<file path="config.mk">
export PLATFORM = sky130hd
export DESIGN_NAME = fetch_unit
export DESIGN_NICKNAME = d
export VERILOG_FILES = /design/src/rtl/mips8_pkg.sv /design/src/rtl/fetch_pc_next.sv /design/src/rtl/fetch_unit.sv
export SDC_FILE = /design/constraint.sdc
export NUM_CORES = 1
export LEC_CHECK = 0
export ABC_CLOCK_PERIOD_IN_PS = 1400
export CAP_MARGIN = 15
export CORE_MARGIN = 3
export CORE_UTILIZATION = 38
export DETAILED_ROUTE_END_ITERATION = 16
export PLACE_DENSITY = 0.8
export SYNTH_ARGS = -nofsm -noshare
export SYNTH_HDL_FRONTEND = slang
export SYNTH_SLANG_ARGS = --single-unit
</file>
<file path="constraint.sdc">
create_clock -name clk -period 1.4 [get_ports clk]
set_input_delay 0.28 -clock clk [delete_from_list [all_inputs] [get_ports clk]]
set_output_delay 0.28 -clock clk [all_outputs]
set_load 0.005 [all_outputs]
</file>
<file path="src/rtl/mips8_pkg.sv">
// Shared definitions for the 8-bit MIPS core: default widths, reset PC and
// the fetch-stage state encoding.
package mips8_pkg;

    localparam int         DEF_ADDR_W   = 8;
    localparam int         DEF_INSTR_W  = 8;
    localparam logic [7:0] DEF_RESET_PC = 8'h00;
    localparam int         STAT_W       = 16;

    typedef enum logic {
        FETCH = 1'b0,
        HOLD  = 1'b1
    } fetch_state_e;

endpackage

</file>
<file path="src/rtl/fetch_pc_next.sv">
// Next-PC arithmetic for the fetch stage: sequential increment and jump
// target, both wrapping modulo 2^ADDR_W.
module fetch_pc_next #(
    parameter int ADDR_W = 8
) (
    input  logic [ADDR_W-1:0] pc,
    input  logic [ADDR_W-1:0] jump_pc,
    input  logic [ADDR_W-1:0] jump_addr,
    output logic [ADDR_W-1:0] pc_inc,
    output logic [ADDR_W-1:0] jump_target
);

    assign pc_inc      = pc + ADDR_W'(1);
    // jump_addr is already sign-extended, so a plain wrapping add handles negative offsets.
    assign jump_target = jump_pc + ADDR_W'(1) + jump_addr;

endmodule

</file>
<file path="src/rtl/fetch_unit.sv">
// Instruction-fetch stage: owns the PC, requests instruction memory and
// hands words to decode. Define FETCH_STATS_EN to add fetch/redirect counters.
module fetch_unit
    import mips8_pkg::*;
#(
    parameter int                ADDR_W   = DEF_ADDR_W,
    parameter int                INSTR_W  = DEF_INSTR_W,
    parameter logic [ADDR_W-1:0] RESET_PC = ADDR_W'(DEF_RESET_PC)
) (
    input  logic               clk,
    input  logic               rst_n,
    input  logic               jump_valid,
    input  logic [ADDR_W-1:0]  jump_pc,
    input  logic [ADDR_W-1:0]  jump_addr,
    output logic               imem_req,
    output logic [ADDR_W-1:0]  imem_addr,
    input  logic               imem_ready,
    input  logic [INSTR_W-1:0] imem_rdata,
    output logic               instr_valid,
    input  logic               instr_ready,
    output logic [INSTR_W-1:0] instr,
    output logic [ADDR_W-1:0]  instr_pc,
    output fetch_state_e       dbg_state
`ifdef FETCH_STATS_EN
    ,
    output logic [STAT_W-1:0]  fetch_count,
    output logic [STAT_W-1:0]  redirect_count
`endif
);

    // Handshakes: a memory transfer completes on a cycle with imem_req & imem_ready;
    // a decode transfer completes on instr_valid & instr_ready. Producers hold
    // their request/valid and payload stable until the transfer completes.

    fetch_state_e       state_q, state_d;
    logic [ADDR_W-1:0]  pc_q, pc_d;
    logic               kill_q, kill_d;
    logic [ADDR_W-1:0]  tgt_q, tgt_d;
    logic [INSTR_W-1:0] instr_q, instr_d;
    logic [ADDR_W-1:0]  instr_pc_q, instr_pc_d;
    logic [ADDR_W-1:0]  pc_inc;
    logic [ADDR_W-1:0]  jump_target;

    fetch_pc_next #(
        .ADDR_W (ADDR_W)
    ) u_pc_next (
        .pc          (pc_q),
        .jump_pc     (jump_pc),
        .jump_addr   (jump_addr),
        .pc_inc      (pc_inc),
        .jump_target (jump_target)
    );

    always_comb begin
        state_d    = state_q;
        pc_d       = pc_q;
        kill_d     = kill_q;
        tgt_d      = tgt_q;
        instr_d    = instr_q;
        instr_pc_d = instr_pc_q;
        case (state_q)
            FETCH: begin
                if (imem_ready) begin
                    if (jump_valid) begin
                        pc_d   = jump_target;
                        kill_d = 1'b0;
                    end else if (kill_q) begin
                        pc_d   = tgt_q;
                        kill_d = 1'b0;
                    end else begin
                        instr_d    = imem_rdata;
                        instr_pc_d = pc_q;
                        state_d    = HOLD;
                    end
                end else if (jump_valid) begin
                    // The in-flight request cannot be withdrawn: park the target
                    // and keep the address steady until memory answers.
                    kill_d = 1'b1;
                    tgt_d  = jump_target;
                end
            end
            HOLD: begin
                if (jump_valid) begin
                    pc_d    = jump_target;
                    state_d = FETCH;
                end else if (instr_ready) begin
                    pc_d    = pc_inc;
                    state_d = FETCH;
                end
            end
            default: state_d = FETCH;
        endcase
    end

    always_ff @(posedge clk or negedge rst_n) begin
        if (!rst_n) begin
            state_q    <= FETCH;
            pc_q       <= RESET_PC;
            kill_q     <= 1'b0;
            tgt_q      <= '0;
            instr_q    <= '0;
            instr_pc_q <= '0;
        end else begin
            state_q    <= state_d;
            pc_q       <= pc_d;
            kill_q     <= kill_d;
            tgt_q      <= tgt_d;
            instr_q    <= instr_d;
            instr_pc_q <= instr_pc_d;
        end
    end

    // Gating with rst_n keeps the request low for the whole reset window.
    assign imem_req    = rst_n && (state_q == FETCH);
    assign imem_addr   = pc_q;
    assign instr_valid = (state_q == HOLD);
    assign instr       = instr_q;
    assign instr_pc    = instr_pc_q;
    assign dbg_state   = state_q;

`ifdef FETCH_STATS_EN
    logic              accept;
    logic [STAT_W-1:0] fetch_count_q, fetch_count_d;
    logic [STAT_W-1:0] redirect_count_q, redirect_count_d;

    assign accept = (state_q == HOLD) && instr_ready;

    always_comb begin
        fetch_count_d    = fetch_count_q;
        redirect_count_d = redirect_count_q;
        if (accept && (fetch_count_q != '1)) begin
            fetch_count_d = fetch_count_q + STAT_W'(1);
        end
        if (jump_valid && (redirect_count_q != '1)) begin
            redirect_count_d = redirect_count_q + STAT_W'(1);
        end
    end

    always_ff @(posedge clk or negedge rst_n) begin
        if (!rst_n) begin
            fetch_count_q    <= '0;
            redirect_count_q <= '0;
        end else begin
            fetch_count_q    <= fetch_count_d;
            redirect_count_q <= redirect_count_d;
        end
    end

    assign fetch_count    = fetch_count_q;
    assign redirect_count = redirect_count_q;
`endif

endmodule

</file>
==> results of run 1 <==
## cells by family (layout without fill, tap and decap cells)
group / Yosys count / count (layout)
AO/OA/AOI/OAI: 45 / 45
flip-flops: 34 / 34
adder cells (fa/ha/maj): 9 / 9
buffers and inverters: 16 / 120
AND/OR/NAND/NOR: 45 / 45
XOR/XNOR: 9 / 9
multiplexers: 20 / 20
## cell type report
type | count | share of cell area
inverter | 8 | 0.01573
multi-input combinational | 128 | 0.3830
clock buffer | 7 | 0.02713
timing repair buffer | 104 | 0.2784
sequential | 34 | 0.2678
clock inverter | 1 | 0.001573
tap | 67 | 0.02635
## sequential cells by signal (all words and copies together), names as in the netlist
| name | cells |
|---|---|
| instr | 8 |
| imem_addr | 8 |
| tgt_q | 8 |
| dbg_state | 1 |
| instr_pc | 8 |
| kill_q | 1 |
## critical path, stage by stage
cell     delay, ns
buf_8         0.09
inv_12        0.03
ha_4          0.15
fa_2          0.38
nor2b_2       0.16
o21ai_2       0.07
o21ai_1       0.15
xor2_1        0.15
nand2_1       0.10
o31ai_2       0.19
## Yosys cell counts (all sizes together)
| cell type | instances | share of area |
|---|---|---|
| or2 | 1 | 0.0033 |
| nand3 | 2 | 0.0052 |
| nand4 | 3 | 0.0098 |
| a221o | 1 | 0.0052 |
| buf | 7 | 0.034 |
| ha | 8 | 0.052 |
| a211oi | 5 | 0.020 |
| nand2b | 3 | 0.014 |
| and4 | 1 | 0.0059 |
| nand2 | 14 | 0.028 |
| mux2i | 1 | 0.0052 |
| and2 | 1 | 0.0046 |
| or2b | 1 | 0.0046 |
| a21o | 2 | 0.0079 |
| xnor2 | 6 | 0.028 |
| inv | 8 | 0.016 |
| nor3 | 2 | 0.011 |
| a31oi | 1 | 0.0033 |
| a211o | 1 | 0.0046 |
| or3 | 1 | 0.0033 |
| o211ai | 1 | 0.0039 |
| fa | 1 | 0.010 |
| xor2 | 3 | 0.014 |
| dfrtp | 34 | 0.45 |
| clkbuf | 1 | 0.0020 |
| o22ai | 1 | 0.010 |
| o21ai | 17 | 0.047 |
| o21a | 1 | 0.0039 |
| mux2 | 19 | 0.11 |
| nor2b | 4 | 0.013 |
| a22o | 1 | 0.0046 |
| nor2 | 12 | 0.029 |
| o31ai | 2 | 0.0079 |
| a21oi | 12 | 0.031 |
## cells in the final DEF, fill, tap and decap left out, drive strengths merged, types with 2 or more instances in the layout
master         instances
a211oi                 5
a21o                   2
a21oi                 12
buf                   54
clkbuf                17
clkdlybuf4s50         14
dfrtp                 34
dlygate4sd2           25
ha                     8
inv                    8
mux2                  19
nand2                 14
nand2b                 3
nand3                  2
nand4                  3
nor2                  12
nor2b                  4
nor3                   2
o21ai                 17
o31ai                  2
xnor2                  6
xor2                   3
## metrics by stage
stage / std cells / instance area, µm² / hold WS (ns)
floorplan: 178 / 2059 / -0.01559
global placement: 325 / 2894 / 0.4569
detailed placement: 325 / 2894 / 0.4640
CTS: 349 / 3134 / 0.3605
global route: 349 / 3182 / 0.3577
finish: 349 / 3182 / 0.3561
## layer usage
metal  vias to the layer above  wire [µm]  part of all wire  GRT usage
li1                        835          -                 -          -
met1                       817       2149              0.43     0.2142
met2                        68       2444              0.49     0.2997
met3                         5        301             0.061    0.03873
met4                         0         64             0.013    0.05254
met5                         -          0                 0          0
## how the worst max path moves through the flow
stage	start	to	slack (ns)	cells past startpoint
CTS	jump_addr[0]	tgt_q[6]	-0.19	10
global route	jump_addr[0]	tgt_q[6]	-0.22	10
finish	jump_addr[0]	tgt_q[6]	-0.14	10
global placement	jump_addr[0]	tgt_q[4]	-0.93	9
floorplan	jump_addr[0]	tgt_q[4]	-0.24	8
detailed placement	jump_addr[0]	tgt_q[6]	-0.98	10
## what timing repair did
| action | 4_1_cts | 5_1_grt |
|---|---|---|
| endpoints found under the setup margin | 53 | 31 |
| pin swaps | 18 | 19 |
| endpoints found under the hold margin | 0 | 0 |
| gates cloned | 1 | 0 |
| setup buffers | 16 | 1 |
| gates resized for setup | 92 | 39 |
## power by group through the flow
stage | clock network, mW | logic, mW | registers [mW]
floorplan | 0 | 0.798 | 1.58
global placement | 0 | 1.81 | 1.53
detailed placement | 0 | 1.84 | 1.56
CTS | 0.746 | 2.00 | 1.50
global route | 0.793 | 2.27 | 1.54
finish | 0.739 | 2.08 | 1.50
==> impl_metrics.csv, run 1 <==
group,metric,value,unit
clock_network,cts_sinks,34,
synthesis,yosys_warnings,0,
die,die_x,76.86,µm
cells_and_area,multi_input_area,1219,µm²
worst_hold_path,whs_path_depth,4,
die,rows,25,
global_route,grt_start_max_net_pins,35,
setup_path,cp-start-kind,"primary input",
die,start_util,0.3987,
power_and_ir_drop,p_sw_frac,0.3098,
drt,num_vias,1725,
setup_path,cp.required,1.59,ns
clock_network,cts_max_path_buffers,2,
clock_network,clock_latency,0.29,ns
timing,fin_skew,0.009056,ns
setup_path,r2r_slack,-0.11,ns
power_and_ir_drop,power.total,4.327,mW
outcome,violations,"negative setup slack",
outcome,status,"finished with violations",
setup_path,r2r-end,"imem_addr[1]",
clock_network,htreeDepth,2,
synthesis,synth_area,1908,µm²
placed_design,io_buffers,55,
cells_and_area,finish.utilization,0.6648,
power_and_ir_drop,power_frac_seq,0.348,
setup_path,ff2ff_path_depth,5,
timing,fin_tns_setup,-1.940,ns
synthesis,synth_cell_type_count,43,
drt,drt_iter0_markers,100,
synthesis,synth_nets,216,
power_and_ir_drop,p_int,2.987,mW
power_and_ir_drop,p_sw,1.340,mW
synthesis,synth_area_per_cell,10.72,µm²
clock_network,cts_tree,"yes",
placed_design,place_ws,-0.9792,ns
worst_hold_path,hold_path_end,"tgt_q[0]",
synthesis,synth_xor_area_frac,0.04131,
clock_network,hold_buffers,0,
setup_path,cp_max_fo,2,
timing,worst_slew_pin_slew,0.4111,ns
cells_and_area,drive_above_1_share,0.4681,
setup_path,r2r_start,"dbg_state",
drt,routed_wl,4960,µm
drt,ant_nets,0,
drt,vias_per_cell,4.943,
drt,drc,0,
power_and_ir_drop,p_clk_frac,0.171,
die,die_y,76.86,µm
cells_and_area,finalNetCount,319,
die,core,4786,µm²
global_route,grt_pass1_wl,8204,µm
drt,dr.pass1.iters,4,
global_route,antenna_found_initial,0,
clock_network,cts-root-buf,"clkbuf_8",
run,maxCapViolCount,0,
setup_path,cp-end-kind,"flop",
die,die-area,5907,µm²
cells_and_area,fillers,352,
power_and_ir_drop,p_leak,1.474,nW
synthesis,synth-seq-area-share,0.4459,
power_and_ir_drop,p_comb_frac,0.482,
placed_design,place.gp.congestion,0.8269,
timing,min_period_over_period,1.101,
synthesis,syn-instance-count,178,
timing,rsz0062_at_grt,"yes",
cells_and_area,register_area,852.1,µm²
power_and_ir_drop,power.density,1360,nW/µm²
timing,min_period,1.541,ns
worst_hold_path,holdCritStartpoint,"jump_pc[0]",
setup_path,cp.arrival,1.73,ns
global_route,grt_pass1_vias,1732,
timing,fmaxAchievable,0.6488,GHz
global_route,overflow,0,
timing,setup_ws,-0.1414,ns
timing,finalHoldViolations,0,
worst_hold_path,hp-class,"primary input to flop",
synthesis,synth_top_family_by_area,"compound AO/OA/AOI/OAI gates",
synthesis,synth-simple-area-share,0.1311,
cells_and_area,diodes,0,
synthesis,synth_seq_cells,34,
synthesis,synth_mux_area_frac,0.1174,
drt,routedWlPerCell,14.21,µm
clock_network,numCtsBuffers,5,
power_and_ir_drop,ir_worst_vdd,0.0005658,V
die,io_pins,56,
synthesis,synth_adder_area_share,0.06295,
placed_design,place_hpwl,3356,µm
cells_and_area,area_growth_syn_to_layout,66.75,%
setup_path,path_class,"primary input to flop",
timing,drv_slew,0,
timing,finalSetupViolations,26,
timing,max_slew_margin,0.7259,
global_route,grt_usage,0.1731,
synthesis,synth_compound_area_frac,0.1495,
clock_network,path_clk_slew,0.07,ns
Note: power is estimated with default switching activity, not from simulation.
==> run 2, diff against run 1 <==
CTS_CLUSTER_DIAMETER = 120   (was unset)
REMOVE_ABC_BUFFERS = 1   (was unset)
==> run 2 against run 1 <==
  * Critical path type is now flop to flop
  * The run still ends with negative setup slack left
  * Combinational power about the same
  * Largest cell class unchanged
  * Global-route usage increased by 0.25 points
  * Sequential share of layout area decreased by 0.20 points
  * Register-to-register slack got worse by 0.09 ns
  * Final cell count increased by 1.4%
  * Critical endpoint is now imem_addr[6]
  * Sequential power about the same
  * Highest routed layer unchanged
==> impl_metrics.csv, run 2 (synthesis gave the netlist of run 1 again) <==
group,metric,value,unit
outcome,status,"finished with violations",
outcome,violations,"negative setup slack",
power_and_ir_drop,p_leak,1.512,nW
run,maxCapViolCount,0,
global_route,overflow,0,
drt,vias_per_cell,4.867,
clock_network,cts_sinks,34,
global_route,grtUsageMet2,0.3206,
clock_network,htreeDepth,2,
timing,finalSetupViolations,25,
drt,dr.pass1.iters,4,
clock_network,cts_max_path_buffers,2,
placed_design,place_area,2739,µm²
power_and_ir_drop,power.total,4.481,mW
timing,min_period_over_period,1.143,
global_route,antenna_found_initial,0,
global_route,met3_usage,0.03991,
die,die_y,76.86,µm
setup_path,path_class,"flop to flop",
setup_path,max_stage_delay,0.41,ns
cells_and_area,finalNetCount,324,
cells_and_area,fillers,371,
die,start_util,0.3987,
placed_design,place_hpwl,3464,µm
timing,min_period,1.601,ns
drt,num_vias,1723,
drt,drc,0,
power_and_ir_drop,power.density,1392,nW/µm²
die,io_pins,56,
placed_design,place.gp.congestion,0.8490,
setup_path,critPathSlowestCell,"dfrtp_2",
timing,fin_skew,0.006250,ns
setup_path,cp.arrival,1.78,ns
clock_network,cts_tree,"yes",
timing,fmaxAchievable,0.6247,GHz
timing,finalHoldViolations,0,
die,die-area,5907,µm²
cells_and_area,mostFrequentLayoutCell,"buf_4",
timing,drv_slew,0,
worst_hold_path,hp-class,"primary input to asynchronous set/reset pin",
setup_path,path_delay_family,"compound AO/OA/AOI/OAI gates",
setup_path,ff2ff_path_depth,8,
timing,rsz0062_at_grt,"yes",
clock_network,cts-root-buf,"clkbuf_8",
placed_design,io_buffers,55,
global_route,grt_pass1_vias,1787,
cells_and_area,area_growth_syn_to_layout,68.72,%
die,rows,25,
global_route,grt_start_max_net_pins,35,
clock_network,numCtsBuffers,5,
setup_path,worst-path-stages,8,
clock_network,path_clk_slew,0.07,ns
timing,fin_tns_setup,-2.820,ns
global_route,grt_busiest_layer,"met2",
timing,setup_ws,-0.2007,ns
die,die_x,76.86,µm
setup_path,cp_max_fo,4,
clock_network,hold_buffers,0,
global_route,grt_pass1_wl,8280,µm
timing,max_slew_margin,0.6991,
cells_and_area,fin_area,3219,µm²
global_route,grt_use_met1,0.2060,
drt,drt_iter0_markers,63,
setup_path,cp.required,1.58,ns
setup_path,cp-end-kind,"flop",
placed_design,place_ws,-0.9211,ns
cells_and_area,diodes,0,
drt,routed_wl,5097,µm
power_and_ir_drop,ir_worst_vdd,0.001107,V
global_route,grt_usage,0.1756,
setup_path,cp-start-kind,"flop",
cells_and_area,layout_common_cells,"buf_4, dfrtp_1, dlygate4sd2_1",
die,core,4786,µm²
setup_path,path_cells,"buf_6, nand2b_4, o22ai_4, buf_6, nand2_1, mux2i_1, a22o_1, a21oi_2",
drt,routedWlPerCell,14.40,µm
timing,worst_slew_pin_slew,0.4513,ns
cells_and_area,drive_above_1_share,0.4599,
setup_path,worst-path-buf-inv,2,
clock_network,clock_latency,0.29,ns
setup_path,cpMostUsedCell,"buf_6",
drt,ant_nets,0,
## run 2: power by group
part / internal [mW] / switching [mW] / total [mW]
logic: 1.29 / 0.789 / 2.08
clock network: 0.524 / 0.367 / 0.891
registers: 1.32 / 0.189 / 1.51
total: 3.14 / 1.35 / 4.48
## run 2: per-stage QoR
stage / std cells / utilization / hold WS (ns)
finish: 354 / 0.6727 / 0.03532
global route: 354 / 0.6727 / 0.06981
CTS: 351 / 0.6505 / 0.04920
detailed placement: 328 / 0.5723 / 0.3551
global placement: 328 / 0.5723 / 0.3467
floorplan: 170 / - / -0.01559
## run 2: cell type report
class | count | area [µm²] | area share
well taps | 67 | 83.83 | 0.02604
inverters | 8 | 35.03 | 0.01088
multi-input cells | 128 | 1206 | 0.3747
clock inverters | 3 | 40.04 | 0.01244
clock buffers | 5 | 68.82 | 0.02138
repair buffers | 109 | 929.6 | 0.2888
flip-flops and latches | 34 | 855.8 | 0.2658
## run 2: routing by layer
layer  wire length, µm  vias up  part of all wire
li1                  -      851                 -
met1              2188      822              0.43
met2              2638       44              0.52
met3               208        6             0.041
met4                62        0             0.012
met5                 0        -                 0
## run 2: path summary, 6_finish.rpt
path | from | end | slack [ns]
setup / recovery | dbg_state | imem_addr[6] | -0.20
hold / removal | rst_n | instr_pc[7] | 0.04
setup reg to reg | dbg_state | imem_addr[6] | -0.20
hold reg to reg | tgt_q[6] | tgt_q[6] | 0.49
max in group asynchronous | rst_n | imem_addr[5] | 1.01
min in group clk | jump_pc[0] | tgt_q[0] | 0.35
## run 2: timing repair
item,CTS,global route
endpoints found under the setup margin,57,40
pin swaps,25,5
resized for setup,126,26
buffers inserted,15,6
==> run 3, diff against run 2 <==
CAP_MARGIN = 30   (was 15)
RECOVER_POWER = 100   (was unset)
==> run 3 against run 2 <==
  * The run still ends with negative setup slack left
  * Global-route usage unchanged
  * Combinational power is essentially flat
  * Non-clock buffer count stayed put
  * Critical endpoint unchanged
  * Hold slack improved by 0.19 ns
  * Fmax is essentially flat
  * Via count stayed put
  * Final cell count did not move
  * Highest routed layer unchanged
==> impl_metrics.csv, run 3 (synthesis gave the netlist of run 1 again) <==
group,metric,value,unit
die,core,4786,µm²
drt,drt_iter0_markers,63,
outcome,violations,"negative setup slack",
setup_path,r2r-end,"imem_addr[6]",
setup_path,ff2ff_path_depth,8,
global_route,grt_usage,0.1756,
timing,finalHoldViolations,0,
cells_and_area,drive_above_1_share,0.4564,
global_route,overflow,0,
run,maxCapViolCount,0,
timing,drv_slew,0,
setup_path,r2r_slack,-0.20,ns
setup_path,critPathSlowestCell,"dfrtp_2",
setup_path,cp-end-kind,"flop",
drt,routed_wl,5094,µm
setup_path,r2r_start,"dbg_state",
setup_path,path_cells,"buf_6, nand2b_4, o22ai_4, buf_6, nand2_1, mux2i_1, a22o_1, a21oi_2",
placed_design,dp.cells,328,
setup_path,cp.arrival,1.78,ns
clock_network,htreeDepth,2,
worst_hold_path,hp-class,"primary input to asynchronous set/reset pin",
setup_path,path_class,"flop to flop",
setup_path,cp.required,1.58,ns
setup_path,cp_max_fo,4,
timing,fmaxAchievable,0.6247,GHz
outcome,status,"finished with violations",
global_route,grt_start_max_net_pins,35,
setup_path,max_stage_delay,0.41,ns
global_route,grt_pass1_wl,8280,µm
drt,ant_nets,0,
power_and_ir_drop,p_leak,1.499,nW
clock_network,cts_sinks,34,
die,die-area,5907,µm²
timing,fin_skew,0.006250,ns
clock_network,clock_latency,0.29,ns
clock_network,cts_max_path_buffers,2,
timing,rsz0062_at_grt,"yes",
die,die_x,76.86,µm
setup_path,cp-start-kind,"flop",
power_and_ir_drop,power.density,1394,nW/µm²
clock_network,cts_tree,"yes",
drt,num_vias,1723,
timing,worst_slew_pin_slew,0.8765,ns
drt,wl_met2,2638,µm
clock_network,path_clk_slew,0.07,ns
drt,routedWlPerCell,14.39,µm
placed_design,place.gp.congestion,0.8490,
global_route,grt_pass1_vias,1787,
die,start_util,0.3987,
timing,min_period,1.601,ns
drt,met3_length,208,µm
global_route,antenna_found_initial,0,
cells_and_area,layout_common_cells,"buf_4, dfrtp_1, dlygate4sd2_1",
die,rows,25,
cells_and_area,fin_area,3213,µm²
cells_and_area,fillers,374,
placed_design,place_hpwl,3464,µm
timing,max_slew_margin,0.4156,
drt,dr.pass1.iters,4,
drt,wl_met1,2186,µm
cells_and_area,final_cells,354,
timing,setup_ws,-0.2007,ns
placed_design,place_area,2739,µm²
drt,vias_per_cell,4.867,
die,io_pins,56,
die,die_y,76.86,µm
clock_network,hold_buffers,0,
placed_design,io_buffers,55,
cells_and_area,diodes,0,
timing,min_period_over_period,1.143,
cells_and_area,area_growth_syn_to_layout,68.39,%
timing,fin_hold_ws,0.2282,ns
power_and_ir_drop,ir_worst_vdd,0.001107,V
cells_and_area,mostFrequentLayoutCell,"buf_4",
drt,drc,0,
clock_network,cts-root-buf,"clkbuf_8",
setup_path,cpMostUsedCell,"buf_6",
timing,finalSetupViolations,25,
clock_network,numCtsBuffers,5,
cells_and_area,finalNetCount,324,
drt,top_layer,"met4",
## run 3: through the flow
step	setup WS [ns]	setup TNS (ns)	power [mW]	utilization
6_report	-0.2007	-2.820	4.480	0.6714
5_1_grt	-0.2779	-4.871	4.760	0.6714
4_1_cts	-0.1856	-3.407	4.339	0.6505
3_5_place_dp	-0.9211	-17.53	3.244	0.5723
3_3_place_gp	-0.8627	-17.14	3.195	0.5723
2_1_floorplan	-0.3380	-7.798	2.221	-
## run 3: metal layers
layer  up-vias  global-route usage
li1        851                   -
met1       822              0.2060
met2        44              0.3206
met3         6             0.03991
met4         0             0.04529
met5         -                   0
## run 3: critical path, delay by kind of cell, from the launching register on
family | cells | cell delay, ns
AOI/OAI and AO/OA | 3 | 0.46
buffers and inverters | 2 | 0.25
DFF | 1 | 0.41
muxes | 1 | 0.16
and+or+nand+nor | 2 | 0.20
## run 3: where the power goes
| group | switching, mW | internal, mW |
|---|---|---|
| combinational | 0.789 | 1.29 |
| sequential | 0.190 | 1.32 |
| clock | 0.367 | 0.524 |
## run 3: area by class of cell
class | count | area (µm²) | share of cell area
inverter | 8 | 35.03 | 0.01090
sequential | 34 | 855.8 | 0.2664
tap | 67 | 83.83 | 0.02609
clock buffer | 5 | 68.82 | 0.02142
timing repair buffer | 109 | 923.4 | 0.2874
clock inverter | 3 | 40.04 | 0.01246
multi-input combinational | 128 | 1206 | 0.3754
## run 3: worst max path at each step
| stage | startpoint | endpoint | slack (ns) | cells after the start |
|---|---|---|---|---|
| after floorplan | dbg_state | instr[0] | -0.34 | 3 |
| after detailed placement | jump_pc[0] | tgt_q[6] | -0.92 | 10 |
| after global routing | dbg_state | imem_addr[5] | -0.28 | 7 |
| after global placement | jump_pc[0] | tgt_q[6] | -0.86 | 10 |
| final | dbg_state | imem_addr[6] | -0.20 | 8 |
| after CTS | dbg_state | imem_addr[6] | -0.19 | 8 |
## run 3: what timing repair did
action / 4_1_cts / 5_1_grt
resized for setup: 126 / 26
setup endpoints to repair: 57 / 40
buffers inserted: 15 / 6
pin swaps: 25 / 5
